**src/rtl/intc_vec.sv**
```systemverilog
// Machine-mode trap controller: prioritises ECALL/EBREAK, masked IRQs and MRET, then sequences mepc/mstatus/mcause writes and a redirect.
// A request is taken in an IDLE cycle; a trap redirects 4 cycles later and MRET 2 cycles later, with hold_o stalling the pipeline throughout.
module intc_vec #(
    parameter int          NUM_IRQ     = 8,
    parameter logic [15:0] EDGE_MASK   = 16'h0000,
    parameter int          SYNC_STAGES = 2,
    parameter int          CAUSE_BASE  = 16
) (
    input  logic               clk,
    input  logic               rst_n,
    input  logic [NUM_IRQ-1:0] irq_i,
    input  logic [NUM_IRQ-1:0] irq_en_i,
    input  logic [31:0]        inst_i,
    input  logic [31:0]        inst_addr_i,
    input  logic [31:0]        csr_mtvec,
    input  logic [31:0]        csr_mepc,
    input  logic [31:0]        csr_mstatus,
    output logic               csr_we_o,
    output logic [11:0]        csr_addr_o,
    output logic [31:0]        csr_data_o,
    output logic               hold_o,
    output logic               int_assert_o,
    output logic [31:0]        int_addr_o,
    output logic [NUM_IRQ-1:0] irq_ack_o,
    output logic [NUM_IRQ-1:0] irq_pending_o
);
    localparam logic [31:0] INST_ECALL  = 32'h0000_0073;
    localparam logic [31:0] INST_EBREAK = 32'h0010_0073;
    localparam logic [31:0] INST_MRET   = 32'h3020_0073;
    localparam logic [NUM_IRQ-1:0] EDGE_SEL = EDGE_MASK[NUM_IRQ-1:0];

    typedef enum logic [2:0] {
        S_IDLE, S_MEPC, S_MSTATUS, S_MCAUSE, S_JUMP, S_MRET_MSTATUS, S_MRET_JUMP
    } state_t;

    state_t             r_state, w_state_nxt;
    logic [NUM_IRQ-1:0] w_irq_sync, w_rise, w_pending, w_irq_hit, w_ack;
    logic [NUM_IRQ-1:0] r_irq_prev, r_pend_edge;
    logic [3:0]         w_win_idx, r_idx;
    logic               w_is_exc, w_is_irq, w_is_mret, w_take;
    logic [4:0]         w_exc_code, w_irq_code, r_code;
    logic [31:0]        w_base, w_vec_tgt, r_mepc_val, r_target;
    logic               r_cause_irq;

    generate
        if (SYNC_STAGES == 0) begin : g_nosync
            assign w_irq_sync = irq_i & {NUM_IRQ{rst_n}};
        end else begin : g_sync
            logic [NUM_IRQ-1:0] r_sync [SYNC_STAGES];
            always_ff @(posedge clk or negedge rst_n) begin
                if (!rst_n) begin
                    for (int i = 0; i < SYNC_STAGES; i++) r_sync[i] <= '0;
                end else begin
                    r_sync[0] <= irq_i;
                    for (int i = 1; i < SYNC_STAGES; i++) r_sync[i] <= r_sync[i-1];
                end
            end
            assign w_irq_sync = r_sync[SYNC_STAGES-1];
        end
    endgenerate

    // A new edge in the same cycle as its ack keeps the line pending.
    assign w_rise    = w_irq_sync & ~r_irq_prev;
    assign w_pending = (EDGE_SEL & r_pend_edge) | (~EDGE_SEL & w_irq_sync);
    assign irq_pending_o = w_pending;
    assign irq_ack_o     = w_ack;

    always_ff @(posedge clk or negedge rst_n) begin
        if (!rst_n) begin
            r_irq_prev  <= '0;
            r_pend_edge <= '0;
        end else begin
            r_irq_prev  <= w_irq_sync;
            r_pend_edge <= EDGE_SEL & (w_rise | (r_pend_edge & ~w_ack));
        end
    end

    assign w_irq_hit = w_pending & irq_en_i;
    always_comb begin
        w_win_idx = '0;
        for (int i = NUM_IRQ - 1; i >= 0; i--) begin
            if (w_irq_hit[i]) w_win_idx = 4'(i);
        end
    end

    assign w_is_exc   = (inst_i == INST_ECALL) || (inst_i == INST_EBREAK);
    assign w_is_irq   = csr_mstatus[3] & (|w_irq_hit);
    assign w_is_mret  = (inst_i == INST_MRET);
    assign w_take     = rst_n & (r_state == S_IDLE) & (w_is_exc | w_is_irq | w_is_mret);
    assign w_exc_code = (inst_i == INST_ECALL) ? 5'd11 : 5'd3;
    assign w_irq_code = 5'(CAUSE_BASE) + 5'(w_win_idx);
    assign w_base     = {csr_mtvec[31:2], 2'b00};
    assign w_vec_tgt  = w_base + {25'd0, w_irq_code, 2'b00};

    always_ff @(posedge clk or negedge rst_n) begin
        if (!rst_n) begin
            r_state     <= S_IDLE;
            r_cause_irq <= 1'b0;
            r_code      <= '0;
            r_idx       <= '0;
            r_mepc_val  <= '0;
            r_target    <= '0;
        end else begin
            r_state <= w_state_nxt;
            if (w_take) begin
                r_mepc_val <= inst_addr_i;
                r_idx      <= w_win_idx;
                if (w_is_exc) begin
                    r_cause_irq <= 1'b0;
                    r_code      <= w_exc_code;
                    r_target    <= w_base;
                end else begin
                    r_cause_irq <= w_is_irq;
                    r_code      <= w_irq_code;
                    r_target    <= (csr_mtvec[1:0] == 2'b01) ? w_vec_tgt : w_base;
                end
            end
        end
    end

    always_comb begin
        w_state_nxt = r_state;
        case (r_state)
            S_IDLE: begin
                if (w_take && (w_is_exc || w_is_irq)) w_state_nxt = S_MEPC;
                else if (w_take)                      w_state_nxt = S_MRET_MSTATUS;
            end
            S_MEPC:         w_state_nxt = S_MSTATUS;
            S_MSTATUS:      w_state_nxt = S_MCAUSE;
            S_MCAUSE:       w_state_nxt = S_JUMP;
            S_MRET_MSTATUS: w_state_nxt = S_MRET_JUMP;
            default:        w_state_nxt = S_IDLE;
        endcase
    end

    always_comb begin
        csr_we_o     = 1'b0;
        csr_addr_o   = '0;
        csr_data_o   = '0;
        int_assert_o = 1'b0;
        int_addr_o   = '0;
        w_ack        = '0;
        hold_o       = (r_state != S_IDLE) | w_take;
        case (r_state)
            S_MEPC: begin
                csr_we_o   = 1'b1;
                csr_addr_o = 12'h341;
                csr_data_o = r_mepc_val;
            end
            S_MSTATUS: begin
                csr_we_o   = 1'b1;
                csr_addr_o = 12'h300;
                csr_data_o = {csr_mstatus[31:8], csr_mstatus[3], csr_mstatus[6:4], 1'b0, csr_mstatus[2:0]};
            end
            S_MCAUSE: begin
                csr_we_o   = 1'b1;
                csr_addr_o = 12'h342;
                csr_data_o = {r_cause_irq, 26'd0, r_code};
                w_ack      = r_cause_irq ? (NUM_IRQ'(1) << r_idx) : '0;
            end
            S_JUMP: begin
                int_assert_o = 1'b1;
                int_addr_o   = r_target;
            end
            S_MRET_MSTATUS: begin
                csr_we_o   = 1'b1;
                csr_addr_o = 12'h300;
                csr_data_o = {csr_mstatus[31:8], 1'b1, csr_mstatus[6:4], csr_mstatus[7], csr_mstatus[2:0]};
            end
            S_MRET_JUMP: begin
                int_assert_o = 1'b1;
                int_addr_o   = csr_mepc;
            end
            default: ;
        endcase
    end
endmodule

```
**config.mk**
```make
export PLATFORM = sky130hd
export DESIGN_NAME = intc_vec
export DESIGN_NICKNAME = d
export VERILOG_FILES = /design/src/rtl/intc_vec.sv
export SDC_FILE = /design/constraint.sdc
export NUM_CORES = 1
export LEC_CHECK = 0
export ABC_AREA = 1
export CAP_MARGIN = 20
export CORE_MARGIN = 4
export CORE_UTILIZATION = 42
export DETAILED_ROUTE_END_ITERATION = 8
export GPL_ROUTABILITY_DRIVEN = 0
export PLACE_DENSITY = 0.88
export SLEW_MARGIN = 30
export SYNTH_ARGS = -nofsm -noshare
export SYNTH_HDL_FRONTEND = slang
export SYNTH_SLANG_ARGS = --single-unit
```
**constraint.sdc**
```tcl
create_clock -name clk -period 3.4 [get_ports clk]
set_clock_uncertainty 0.05 [all_clocks]
set_input_delay 1.02 -clock clk [delete_from_list [all_inputs] [get_ports clk]]
set_output_delay 1.02 -clock clk [all_outputs]
set_load 0.005 [all_outputs]
```
# Word-level counts from Yosys, hierarchy flattened

Index checks and enable logic that the tools add are counted.

Bitwise logic cells: 7
Equality and inequality tests: 11
Mux-type cells: 23
Shift-type cells: 1
Reductions and logical operators: 9
Add/sub/neg operators: 2

Operators with widths:

| cell                   | count |
|---|---|
| $pmux W32 S4           | 1 |
| $mux W32               | 2 |
| $pmux W32 S2           | 1 |
| $add A32 B7 Y32        | 1 |
| $eq A32 B21 Y1 const B | 1 |
| $eq A32 B30 Y1 const B | 1 |
| $eq A32 B7 Y1 const B  | 1 |
| $mux W4                | 8 |
| $pmux W10 S3           | 1 |
| $mux W8                | 2 |
| $pmux W3 S5            | 1 |
| $eq A3 B3 Y1 const B   | 3 |
| $mux W3                | 3 |
| $and A8 B8 Y8          | 1 |
| $reduce_or A8 Y1       | 1 |
| $shl A1 B4 Y8 const A  | 1 |
| $eq A3 B2 Y1 const B   | 2 |
| $add A5 B4 Y5 const A  | 1 |
| $mux W5                | 1 |
| $reduce_or A2 Y1       | 2 |
| $reduce_or A4 Y1       | 1 |
| $and A1 B1 Y1          | 3 |
| $eq A3 B1 Y1 const B   | 1 |
| $logic_not A3 Y1       | 1 |
| other kinds (7)        | 12 |

Register bits: 93
Output and inout port bits: 95
Input port bits: 178
Word-level logic and storage cells: 61

# Logic depth before layout (Yosys ltp)

Gate-level depths: netlist of the first run.

Word-level depth: 13
Mapped depth: 22
Depth with buffers taken out: 22

# Worst setup path before layout of the first run

No wires, ideal clock.

Path kind: input to register
Start: input irq_en_i[6]
End: register r_target[30]
Required time: 3.233 ns
Setup time: 0.117 ns
Setup slack: 0.365 ns
Arrival time: 2.868 ns
Stages on the path: 18
Path through: nand2_1 -> nand3_1 -> nand2_1 -> nand2_1 -> nand2_1 -> nand2_1 -> a21boi_0 -> ha_1 -> fa_1 -> nand2_1 -> a21oi_1 -> nand3_1 -> nand2_1 -> nand3_1 -> nor2_1 -> nand3_1 -> nand3_1 -> nand2_1

Longest elaborated chain between the ends: 12
Elaborated cells on any way between the ends: 17

RTL lines:

| element                 | RTL line | RTL |
|---|---|---|
| from (decl)             | 12       | `input logic [NUM_IRQ-1:0] irq_en_i,` |
| $and A8 B8 Y8           | 78       | `assign w_irq_hit = w_pending & irq_en_i;` |
| $mux W4 (7 in series)   | 82       | `if (w_irq_hit[i]) w_win_idx = 4'(i);` |
| $add A5 B4 Y5           | 91       | `assign w_irq_code = 5'(CAUSE_BASE) + 5'(w_win_idx);` |
| named net w_irq_code[0] | 41       | `logic [4:0] w_exc_code, w_irq_code, r_code;` |
| $add A32 B7 Y32         | 93       | `assign w_vec_tgt = w_base + {25'd0, w_irq_code, 2'b00};` |
| $mux W32                | 115      | `r_target <= (csr_mtvec[1:0] == 2'b01) ? w_vec_tgt : w_base;` |
| $mux W32                | 108      | `if (w_is_exc) begin` |
| to (signal assigned)    | 111      | `r_target <= w_base;` |
| to (signal assigned)    | 115      |  |
| to (decl)               | 42       | `logic [31:0] w_base, w_vec_tgt, r_mepc_val, r_target;` |

The timed path passes the listed nets, and every way through them passes these cells.
A chain may end at the register's enable or synchronous reset.

# Worst setup path in the final report of the first run

Start: input inst_i[26]
End: output hold_o

Longest elaborated chain between the ends: 6
Elaborated cells on any way between the ends: 8

RTL lines:

| element                                         | RTL line | RTL |
|---|---|---|
| from (decl)                                     | 13       | `input logic [31:0] inst_i,` |
| $eq A32 B7 Y1 or $eq A32 B21 Y1 (tied branches) | 86       | `assign w_is_exc = (inst_i == INST_ECALL) \|\| (inst_i == INST_EBREAK);` |
| $logic_or A1 B1 Y1                              | 86       |  |
| $or A1 B1 Y1                                    | 89       | `assign w_take = rst_n & (r_state == S_IDLE) & (w_is_exc \| w_is_irq \| w_is_mret);` |
| $or A1 B1 Y1 (*)                                | 89       |  |
| $and A1 B1 Y1 (*)                               | 89       |  |
| $or A1 B1 Y1 (*)                                | 143      | `hold_o = (r_state != S_IDLE) \| w_take;` |
| to (decl)                                       | 21       | `output logic hold_o,` |

Every way passes the cells marked *; elsewhere a longest branch is shown, timed or not.

==> flow_summary.json, run 1 <==
{
  "max-vdd-ir-drop_uv": 221,
  "setup_violations": 0,
  "synth_flop_cell": "dfrtp_1",
  "slowest_delay_ns": 0.25,
  "via_per_inst": 5.06,
  "power_leakage_nw": 4.67,
  "grt_pass1_wl_mm": 30.3,
  "drt-wirelength-per-cell_um": 15.3,
  "tritoncts": "done",
  "crit_slowest_cell": "dlygate4sd2_1",
  "p_switching_mw": 1.84,
  "grt_max_degree": 79,
  "worstMarginPinSlew_ns": 0.800,
  "hold_class": "reg2reg",
  "combPwrFrac_pct": 47.0,
  "startpoint_type": "primary input",
  "grt_pass1_vias": 6257,
  "ys_ff_latch": 90,
  "hold_viol": 0,
  "numCtsBuffers": 9,
  "grt_overflow": 0,
  "clk_latency_ns": 0.35,
  "crit_top_cell": "nand2_4",
  "syn_area_per_cell_um2": 6.84,
  "antenna_found_initial": 0,
  "fin_total_pwr_mw": 5.09,
  "period_share_pct": 98.5,
  "synthTopCellsByArea": "dfrtp_1 (40%), nand2_1 (21%), nand3_1 (6.7%)",
  "yosysWarnings": 0,
  "synth_cells": 832,
  "critical_path.top_delay_family": "simple AND/OR/NAND/NOR gates",
  "yosysSeqAreaShare_pct": 39.6,
  "wl_mm": 20.0,
  "num_io_pins": 273,
  "fin_nets": 1304,
  "die_area_um2": 15500,
  "status": "finished clean",
  "worstPathArrival_ns": 2.28,
  "n_antenna_cell": 0,
  "critical_path_class": "in2out",
  "die_w_um": 124,
  "ant_nets": 0,
  "cts_buffer_depth": 2,
  "yosysTopAreaCell": "dfrtp_1",
  "endpoint_kind": "output pin",
  "intPower_mw": 3.26,
  "post_route_cells_drive_above_1_share_pct": 11.6,
  "dr.pass1.iters": 5,
  "drv_slew": 0,
  "htree_levels": 3,
  "power_frac_seq_pct": 33.8,
  "grt_usage_pct": 23.9,
  "drt_iter0_markers": 550,
  "numClockSinks": 90,
  "cts_root_buffer": "clkbuf_16",
  "synth-async-reset-ratio_pct": 100,
  "worst-path-buf-inv": 3,
  "ys_top_cells_by_count": "nand2_1 (317), inv_1 (92), dfrtp_1 (90)",
  "clkTransAtPathRegs_ns": 0.07,
  "yosysMostFrequentCell": "nand2_1",
  "finalCriticalPeriod_ns": 3.35,
  "hpwl_mm": 14.9,
  "synth_area_um2": 5690,
  "maxCapViolations": 0,
  "fmax_ghz": 0.299,
  "drcViolationCount": 0,
  "area_delta_synth_final_pct": 63.3,
  "crit_fanout": 2,
  "maxSlewHeadroom_pct": 46.6,
  "cp_cell_sequence": "dlygate4sd2_1 -> nor2_1 -> nand2_1 -> nor2_2 -> nand3_1 -> nand3b_1 -> nand2_4 -> inv_4 -> nand2_4 -> buf_6",
  "portBuffers": 265,
  "start_util_pct": 43.0,
  "netlist.area_leader.share_pct": 39.6,
  "die_h_um": 124,
  "rows": 42,
  "clkPwrFrac_pct": 19.2,
  "switching_share_pct": 36.0,
  "synth_edf_count": 0,
  "power_density_nw_per_um2": 548,
  "fin_util_pct": 70.2,
  "required_ns": 2.33,
  "yosysUniqueCellTypes": 37,
  "via_count": 6588,
  "core_area_um2": 13200
}
-- metal layers --
metal  share of wire [%]  global-route usage, %  vias up
li1                    -                      -     3208
met1                  40                   29.3     2995
met2                  48                   40.7      328
met3                 8.1                   5.23       57
met4                 3.8                   9.99        0
met5                   0                      0        -
-- flip-flops by register name, summed over array words and instances, names as in the netlist --
name and cells:
r_cause_irq 1, r_target 30, r_mepc_val 32, r_state 3
g_sync.r_sync 8, r_idx 3, irq_pending_o 8, r_code 5
-- cell type report --
cell class | instances | area [µm²]
Clock buffer | 9 | 225
Timing Repair Buffer | 321 | 3180
Sequential cell | 90 | 2250
Fill cell | 1056 | 3950
Tap cell | 176 | 220
Multi-Input combinational cell | 607 | 3000
Clock inverter | 7 | 68.8
Inverter | 93 | 352
-- layout by cell type, fill, tap and decap left out, types with 4 or more instances in the layout --
cell type        synthesis  routed
nand2_4                  1       4
inv_1                   92      89
inv_6                    0       4
o22ai_1                  6       6
nand2_2                  3      19
o21ai_0                 39      38
nand3_2                  1       5
o211ai_1                 4       4
nor3_1                   8       8
buf_4                   17      53
nor2_1                  68      59
conb_1                   1       7
clkbuf_16                0      10
a22o_1                  25      25
nand4_1                  9       9
o21bai_1                 6       6
nand3_1                 76      72
dlygate4sd2_1            0       9
dfrtp_1                 90      89
clkdlybuf4s50_1          0     224
nand2_1                317     298
xor2_1                   6       6
dlymetal6s2s_1           0      30
nor2_2                   3      10
-- stage by stage --
stage          TNS [ns]  instance area, µm²  hold slack, ns  worst slack [ns]  instances
6_report              0                9300           0.300            0.0513       1303
3_5_place_dp      -5.22                8620           0.285            -0.545       1272
3_3_place_gp      -4.24                8620           0.283            -0.503       1272
4_1_cts         -0.0328                9000           0.301           -0.0328       1295
5_1_grt         -0.0229                9300           0.314           -0.0229       1303
2_1_floorplan         0                5720           0.281             0.365        838
-- worst register-to-register path, stage by stage, from the launching register on --
cell and delay (ns):
dfrtp_1 0.39, nand2_1 0.10, nand3_1 0.07, nand2_1 0.08, nand2_1 0.08, nand2_2 0.07
nand2_1 0.05, a21boi_1 0.14, buf_4 0.15, ha_4 0.14, fa_2 0.23, nand2_4 0.07
a21oi_4 0.18, nand3_2 0.09, nand2_2 0.10, buf_4 0.10, nand4_1 0.13, o21bai_1 0.18
nand3_1 0.16, nand2_1 0.12
-- path summary, 6_finish.rpt --
check / from / cells after the start / end / slack [ns]
max: inst_i[26] / 10 / hold_o / 0.05
min: g_sync.r_sync[15] / 0 / irq_pending_o[7] / 0.30
max reg2reg: irq_pending_o[6] / 19 / r_target[30] / 0.64
min reg2reg: g_sync.r_sync[15] / 0 / irq_pending_o[7] / 0.30
max in group asynchronous: rst_n / 3 / r_state[1] / 1.48
min in group asynchronous: rst_n / 2 / r_mepc_val[20] / 0.68
-- power by group through the flow --
| stage | combinational, mW | clock, mW | sequential (mW) |
|---|---|---|---|
| 6_report | 2.40 | 0.979 | 1.72 |
| 5_1_grt | 2.62 | 1.04 | 1.76 |
| 4_1_cts | 2.32 | 1.01 | 1.71 |
| 3_5_place_dp | 2.29 | 0 | 1.73 |
| 3_3_place_gp | 2.24 | 0 | 1.71 |
| 2_1_floorplan | 1.14 | 0 | 1.65 |
-- what timing repair did --
action	CTS	global route
cloned	0	1
hold buffers	0	0
resized for setup	29	71
endpoints found under the setup margin	7	50
setup buffers	7	7
pin swaps	12	47
-- kinds of logic after synthesis --
family	share of synthesized area, %
compound gates	10.9
xor+xnor	1.23
fa+ha+maj	1.01
buf+inv	11.4
flops	39.6
other cells	0.0659
simple gates	35.8
(Power assumes the default switching activity.)
==> run 2, diff against run 1 <==
--- a/config.mk
+++ b/config.mk
@@ -12,6 +12,7 @@
 export DETAILED_ROUTE_END_ITERATION = 8
 export GPL_ROUTABILITY_DRIVEN = 0
 export PLACE_DENSITY = 0.88
+export REMOVE_ABC_BUFFERS = 1
 export SLEW_MARGIN = 30
 export SYNTH_ARGS = -nofsm -noshare
 export SYNTH_HDL_FRONTEND = slang
==> run 2 against run 1 <==
  * The run now ends with setup timing left
  * Clock power up 13%
  * First-iteration DRC count is 19% lower
  * Cell area down 1.0%
  * Sequential power about the same
  * Cell count is essentially flat
  * Register-to-register slack about the same
  * Non-clock buffer count fell by 1
  * Die area stayed put
==> flow_summary.json, run 2 (synthesis gave the netlist of run 1 again) <==
{
  "worstRegToRegCells": 19,
  "worstMarginPinSlew_ns": 0.809,
  "combPwrFrac_pct": 45.8,
  "layout_common_cells": "nand2_1 (305), clkdlybuf4s50_1 (226), inv_1 (92)",
  "grt_pass1_wl_mm": 31.8,
  "via_per_inst": 5.02,
  "drt_iter0_markers": 448,
  "grt_max_degree": 79,
  "portBuffers": 265,
  "cts_buffer_depth": 2,
  "period_share_pct": 100,
  "fin_util_pct": 69.5,
  "grt_usage_pct": 25.1,
  "placedCellCount": 1264,
  "setup_violations": 1,
  "ctsHoldBuffers": 0,
  "antenna_found_initial": 0,
  "startpoint_type": "primary input",
  "power_leakage_nw": 4.49,
  "area_delta_synth_final_pct": 61.6,
  "fin_cells": 1302,
  "grt_overflow": 0,
  "critical_path_class": "in2out",
  "rows": 42,
  "drv_slew": 0,
  "grt_pass1_vias": 6444,
  "drt-wirelength-per-cell_um": 15.6,
  "status": "finished, violations left",
  "maxCapViolations": 0,
  "reg2reg_to": "r_target[16]",
  "hpwl_mm": 14.8,
  "reg2reg_from": "irq_pending_o[6]",
  "finalSetupTns_ns": -0.00698,
  "place_area_um2": 8560,
  "whs_ns": 0.297,
  "dp_worst_setup_slack_ns": -0.645,
  "numCtsBuffers": 9,
  "whs_endpoint": "irq_pending_o[7]",
  "finalCriticalPeriod_ns": 3.41,
  "num_io_pins": 273,
  "numClockSinks": 90,
  "largest_register_ffs": 32,
  "clk_latency_ns": 0.36,
  "switching_share_pct": 35.0,
  "fmax_ghz": 0.294,
  "ant_nets": 0,
  "max-vdd-ir-drop_uv": 455,
  "hold_viol": 0,
  "postLayoutCellArea_um2": 9200,
  "die_w_um": 124,
  "maxSlewHeadroom_pct": 46.1,
  "drcViolationCount": 0,
  "setup_ws_ns": -0.00698,
  "min_from": "g_sync.r_sync[15]",
  "grt_setup_unrepaired": "yes",
  "via_count": 6540,
  "crit_fanout": 3,
  "cts_root_buffer": "clkbuf_16",
  "top_register": "r_mepc_val",
  "reg2reg_slack_ns": 0.63,
  "fin_nets": 1303,
  "post_route_cells_drive_above_1_share_pct": 10.9,
  "power_density_nw_per_um2": 566,
  "largestRegisters": "r_mepc_val (32), r_target (30)",
  "intPower_mw": 3.39,
  "worstPathArrival_ns": 2.34,
  "htree_levels": 3,
  "clkTransAtPathRegs_ns": 0.07,
  "n_antenna_cell": 0,
  "fin_total_pwr_mw": 5.21,
  "required_ns": 2.33,
  "start_util_pct": 43.0,
  "endpoint_kind": "output pin",
  "layout_commonest_cell": "nand2_1",
  "power_frac_seq_pct": 32.8,
  "die_area_um2": 15500,
  "dr.pass1.iters": 6,
  "violations": "setup timing",
  "clkPwrFrac_pct": 21.4,
  "hold_path_depth": 0,
  "die_h_um": 124,
  "wl_mm": 20.3,
  "p_switching_mw": 1.82,
  "hold_class": "reg2reg",
  "tritoncts": "done",
  "core_area_um2": 13200
}
## run 2: worst max-delay path, stage by stage
cell,delay [ns]
clkdlybuf4s50_1,0.40
nand2_1,0.13
nand4_1,0.15
nand2_2,0.14
nand2_1,0.09
nand2_2,0.09
nand2_4,0.05
inv_2,0.06
nand2_2,0.07
buf_6,0.13
## run 2: how the worst max path moves through the flow
stage,startpoint,slack [ns],to
after CTS,inst_i[21],-0.02,hold_o
after detailed placement,inst_i[3],-0.65,hold_o
after floorplan,inst_i[19],-0.54,hold_o
final,irq_en_i[1],-0.007,hold_o
after global routing,inst_i[7],-0.14,r_target[26]
after global placement,inst_i[3],-0.47,hold_o
## run 2: timing repair
| item | 4_1_cts | 5_1_grt |
|---|---|---|
| setup endpoints to repair | 8 | 53 |
| buffers inserted | 17 | 5 |
| resized for setup | 51 | 39 |
| pin swaps | 34 | 22 |
## run 2: cell type report
type | count | area (µm²)
Fill cell | 1098 | 4040
Timing Repair Buffer | 320 | 3090
Multi-Input combinational cell | 607 | 2960
Sequential cell | 90 | 2250
Inverter | 93 | 349
Clock buffer | 10 | 229
Tap cell | 176 | 220
Clock inverter | 6 | 96.3
## run 2: metal layers
metal  vias to the layer above  track usage (%)  wire length, µm
li1                       3201                -                -
met1                      3015             29.3             8090
met2                       264             44.1            10200
met3                        60             6.17             1350
met4                         0             10.4              758
met5                         -                0                0
## run 2: power groups by stage
stage / registers [mW] / logic (mW) / clock network, mW
after floorplan: 1.68 / 0.998 / 0
after global placement: 1.70 / 2.24 / 0
after detailed placement: 1.72 / 2.29 / 0
after CTS: 1.71 / 2.32 / 1.12
after global routing: 1.75 / 2.61 / 1.17
final: 1.71 / 2.39 / 1.11
==> RTL edit 1 (config.mk and constraints of run 2) <==
The 7 states of `state_t` get a one-hot encoding in 7 bits.
--- a/src/rtl/intc_vec.sv
+++ b/src/rtl/intc_vec.sv
@@ -29,8 +29,8 @@
     localparam logic [31:0] INST_MRET   = 32'h3020_0073;
     localparam logic [NUM_IRQ-1:0] EDGE_SEL = EDGE_MASK[NUM_IRQ-1:0];
 
-    typedef enum logic [2:0] {
-        S_IDLE, S_MEPC, S_MSTATUS, S_MCAUSE, S_JUMP, S_MRET_MSTATUS, S_MRET_JUMP
+    typedef enum logic [6:0] {
+        S_IDLE = 7'b0000001, S_MEPC = 7'b0000010, S_MSTATUS = 7'b0000100, S_MCAUSE = 7'b0001000, S_JUMP = 7'b0010000, S_MRET_MSTATUS = 7'b0100000, S_MRET_JUMP = 7'b1000000
     } state_t;
 
     state_t             r_state, w_state_nxt;
Formal check against the unedited RTL: no difference found for any inputs over 10 cycles, from zero or initial values and one cycle with rst_n low; not proved beyond that.
==> RTL edit 1 against run 2 <==
- routed wire length grew 2.6%
- power shrank 21%
- highest routed layer unchanged
- area after synthesis rose by 3.8%
- sequential cell count increased by 4
- setup slack lost 46 ps
- the flow still finishes with violations (setup timing)
- critical path type unchanged
- clock power fell by 12%
- global-route usage fell by 1.1 points
- register-to-register slack improved by 220 ps
- critical endpoint unchanged
- cell area grew 3.4%
==> RTL edit 1: results (changes against run 2) <==
status: "complete, but fails checks"
grt_pass1_wl_um: 31300  # -1.5%
min_delay_worst_endpoint: "irq_pending_o[0]"
whs_ps: 298  # +1.27 ps
multi_input_area_share: 0.306  # -0.0157
inv_count: 135  # +45%
fp.dieArea_um2: 16000  # +3.6%
route.met2.wl_um: 10600  # +4.3%
p_sw_mw: 1.36  # -26%
clockBufferCount: 11  # +1
buffers_excl_clock: 327  # +2.2%
p_leak_nw: 4.96  # +10%
critPathMaxFanout: 2  # -1
synth-seq-area-share: 0.398  # +0.00258
pg_comb_mw: 1.35  # -44%
critPathArrivalTime_ps: 2380  # +40 ps
holdCritStartpoint: "g_sync.r_sync[8]"
fill_cells: 1099  # +0.091%
synth.area.top_cells: "dfrtp_1, nand2_1, inv_1, nand3_1, a22o_1"
avgViaCountPerCell: 5.03  # about the same
dr.pass1.iters: 5  # -1
met3_length_um: 1260  # -6.1%
wl_met1_um: 8410  # +3.9%
seq_cell_count: 94  # +4.4%
netlist_instances: 849  # +2.0%
ctsResizeCount: 21  # -59%
synthAdderAreaFrac: 0.00974  # -0.000372
grt_max_degree: 59  # -25%
powerDensity_nw_per_um2: 432  # -24%
max-vdd-ir-drop_mv: 0.283  # -38%
layout_setup_ws_ps: -53.3  # -46.3 ps
post-place-ws_ps: -469  # +176 ps
ys_top_cells_by_count: "nand2_1, inv_1, dfrtp_1, nor2_1, nand3_1"
grt_usage: 0.240  # -0.0110
r2r_cells: 20  # +1
slew_headroom: 0.507  # +0.0468
use_met2: 0.433  # -0.00778
worstSkewPairLatency_ps: 340  # -20 ps
met1_usage: 0.296  # +0.00289
fin_tns_setup_ps: -53.3  # -46.3 ps
multiInputGateArea_um2: 2920  # -1.6%
r2r_end: "r_target[18]"
reg2reg_slack_ps: 850  # +220 ps
bufAreaShareNonClock: 0.340  # +0.00346
placed_area_um2: 8940  # +4.4%
synth_cell_types: 41  # +11%
num-multi-input-gates: 583  # -4.0%
finalSetupViolations: 1  # unchanged
use_met3: 0.0349  # -0.0268
synth_top_area_frac: 0.394  # -0.00187
slowest_delay_ps: 430  # +30 ps
violations: "setup timing"
finalNonFillerCells: 1334  # +2.5%
wirelength_um: 20900  # +2.6%
clock_power_uw: 977  # -12%
ff_latch_area_um2: 2360  # +4.6%
## RTL edit 1: cell count changes after synthesis, moves of 8 or more
cell     delta
inv_1      +42
o22ai_1    +24
nand3_1    -22
nand4_1     +8
nand2_1     -8
nor2_1     -12
o21ai_0    -25
## RTL edit 1: kinds of logic after synthesis
kind of cell,Yosys count
other cells,1
xor+xnor,9
flops,94
compound gates,93
simple gates,470
buf+inv,178
fa+ha+maj,4
## RTL edit 1: worst max path at each step
| stage | cells after the start | to | slack, ps | start |
|---|---|---|---|---|
| 6_report | 11 | hold_o | -50 | inst_i[19] |
| 5_1_grt | 11 | hold_o | -120 | inst_i[30] |
| 4_1_cts | 8 | csr_data_o[12] | -10 | r_state[2] |
| 3_5_place_dp | 11 | hold_o | -470 | inst_i[25] |
| 3_3_place_gp | 10 | hold_o | -390 | inst_i[1] |
| 2_1_floorplan | 20 | r_target[24] | 250 | irq_en_i[6] |
==> RTL edit 2 (flow settings as in run 2) <==
Without the edit above. `NUM_IRQ`: 8 -> 16.
--- a/src/rtl/intc_vec.sv
+++ b/src/rtl/intc_vec.sv
@@ -1,7 +1,7 @@
 // Machine-mode trap controller: prioritises ECALL/EBREAK, masked IRQs and MRET, then sequences mepc/mstatus/mcause writes and a redirect.
 // A request is taken in an IDLE cycle; a trap redirects 4 cycles later and MRET 2 cycles later, with hold_o stalling the pipeline throughout.
 module intc_vec #(
-    parameter int          NUM_IRQ     = 8,
+    parameter int          NUM_IRQ     = 16,
     parameter logic [15:0] EDGE_MASK   = 16'h0000,
     parameter int          SYNC_STAGES = 2,
     parameter int          CAUSE_BASE  = 16
Ports: changed (resized irq_ack_o, irq_en_i, irq_i and irq_pending_o); port bits go from 273 to 305. No check against the original RTL was run, so the function may have changed too.
==> RTL edit 2 against run 2 <==
- the flow still finishes with violations (setup timing)
- global-route usage increased by 0.88 points
- utilization up 2.5 points
- sequential cell count rose by 17
- register-to-register slack worse by 370 ps
- fmax decreased by 2.3%
- routed wire length rose by 18%
- area after synthesis rose by 13%
- power rose by 14%
- setup slack worse by 81 ps
- count of clock-buffer cells in the layout decreased by 1
- cell area rose by 15%
- critical path type unchanged
- largest cell class unchanged
==> RTL edit 2: results (changes against run 2) <==
slew_headroom: 0.429  # -0.0311
drt_iter0_drc: 559  # +25%
synth_cell_types: 41  # +11%
fill_cells: 1092  # -0.55%
reg2reg_slack_ps: 260  # -370 ps
synth.area.top_cells: "dfrtp_1, nand2_1, inv_1, nand3_1, nor2_1"
drive_above_1_share: 0.153  # +0.0440
critPathArrivalTime_ps: 2420  # +80 ps
slowest_delay_ps: 240  # -160 ps
r2r_cells: 31  # +12
crit_path_top_delay_cell: "nor2_1"
critPathMaxFanout: 2  # -1
dr.pass1.iters: 7  # +1
min_delay_worst_endpoint: "irq_pending_o[2]"
violations: "setup timing"
finalSetupViolations: 4  # +3
fin_tns_setup_ps: -193  # -186 ps
ys_top_cells_by_count: "nand2_1, dfrtp_1, inv_1, nor2_1, nand3_1"
wire_per_inst_um: 17.0  # +8.8%
layout_setup_ws_ps: -88.4  # -81.5 ps
holdCritStartpoint: "g_sync.r_sync[18]"
path_clk_slew_ps: 80
whs_ps: 300  # +3.19 ps
max-vdd-ir-drop_mv: 0.376  # -17%
first_global_vias: 7176  # +11%
synth-seq-area-share: 0.417  # +0.0215
grt_max_degree: 75  # -5.1%
status: "complete, but fails checks"
p_leak_nw: 5.03  # +12%
dpl.hpwl_um: 18000  # +21%
cell_internal_pwr_mw: 3.81  # +13%
vias: 7517  # +15%
r2r_start: "irq_pending_o[15]"
r2r_end: "r_target[28]"
portBuffers: 297  # +12%
grt_usage: 0.260  # +0.00881
grt_pass1_wl_um: 37000  # +16%
-- RTL edit 2: cell count changes in the layout (fill, tap and decap cells not counted), moves of 14 or more --
cell	delta
o21ai_1	+15
dfrtp_1	+17
buf_4	+20
clkdlybuf4s50_1	+35
nand2_1	-47
nor2_1	+14
-- RTL edit 2: worst max path at each step --
stage                      start            to
finish              irq_en_i[12]        hold_o
floorplan           irq_en_i[15]  r_target[12]
global placement    irq_en_i[14]  r_target[12]
detailed placement  irq_en_i[14]  r_target[12]
global route        irq_en_i[15]  r_target[28]
CTS                  irq_en_i[1]        hold_o
-- RTL edit 2: final cells by class --
| type | instances | area share |
|---|---|---|
| tap | 184 | 0.0217 |
| clock inverter | 7 | 0.0110 |
| inverter | 99 | 0.0355 |
| multi-input combinational | 634 | 0.315 |
| timing repair buffer | 377 | 0.344 |
| clock buffer | 9 | 0.0212 |
| sequential | 107 | 0.252 |
-- RTL edit 2: per-stage QoR --
step / cell area (um^2) / cells / util
after floorplan: 6090 / 840 / -
after global placement: 9790 / 1380 / 0.663
after detailed placement: 9790 / 1380 / 0.663
after CTS: 10300 / 1408 / 0.697
after global routing: 10600 / 1417 / 0.720
final: 10600 / 1417 / 0.720
-- RTL edit 2: timing repair --
action | CTS | global route
gates resized for setup | 80 | 85
buffers inserted | 12 | 10
endpoints found under the setup margin | 31 | 102
pin swaps | 49 | 66
-- RTL edit 2: per-layer routing --
layer  wire length, um  GRT usage  vias to the layer above
met5                 0          0                        -
met4               885     0.0828                        0
met3              1840     0.0524                       81
met2             12000      0.460                      405
met1              9420      0.320                     3518
li1                  -          -                     3513
-- RTL edit 2: cell families after synthesis --
logic type / count (synthesis) / share of synthesized area
other cells: 1 / 0.000584
simple gates: 473 / 0.306
xor+xnor: 16 / 0.0218
compound gates: 133 / 0.131
buf+inv: 156 / 0.114
flops: 107 / 0.417
fa+ha+maj: 5 / 0.0109
-- RTL edit 2: power by group through the flow --
stage          Combinational, mW  Sequential (mW)  Clock [mW]
2_1_floorplan               1.13             1.93           0
3_3_place_gp                2.54             1.97           0
3_5_place_dp                2.61             1.99           0
4_1_cts                     2.65             1.97        1.21
5_1_grt                     2.98             2.03        1.27
6_report                    2.74             1.99        1.19
-- RTL edit 2: worst max-delay path: cells and delay by family --
kind / cells / cell delay (ps)
AND/OR/NAND/NOR: 7 / 710
buffers and inverters: 4 / 500
AO/OA/AOI/OAI: 1 / 180
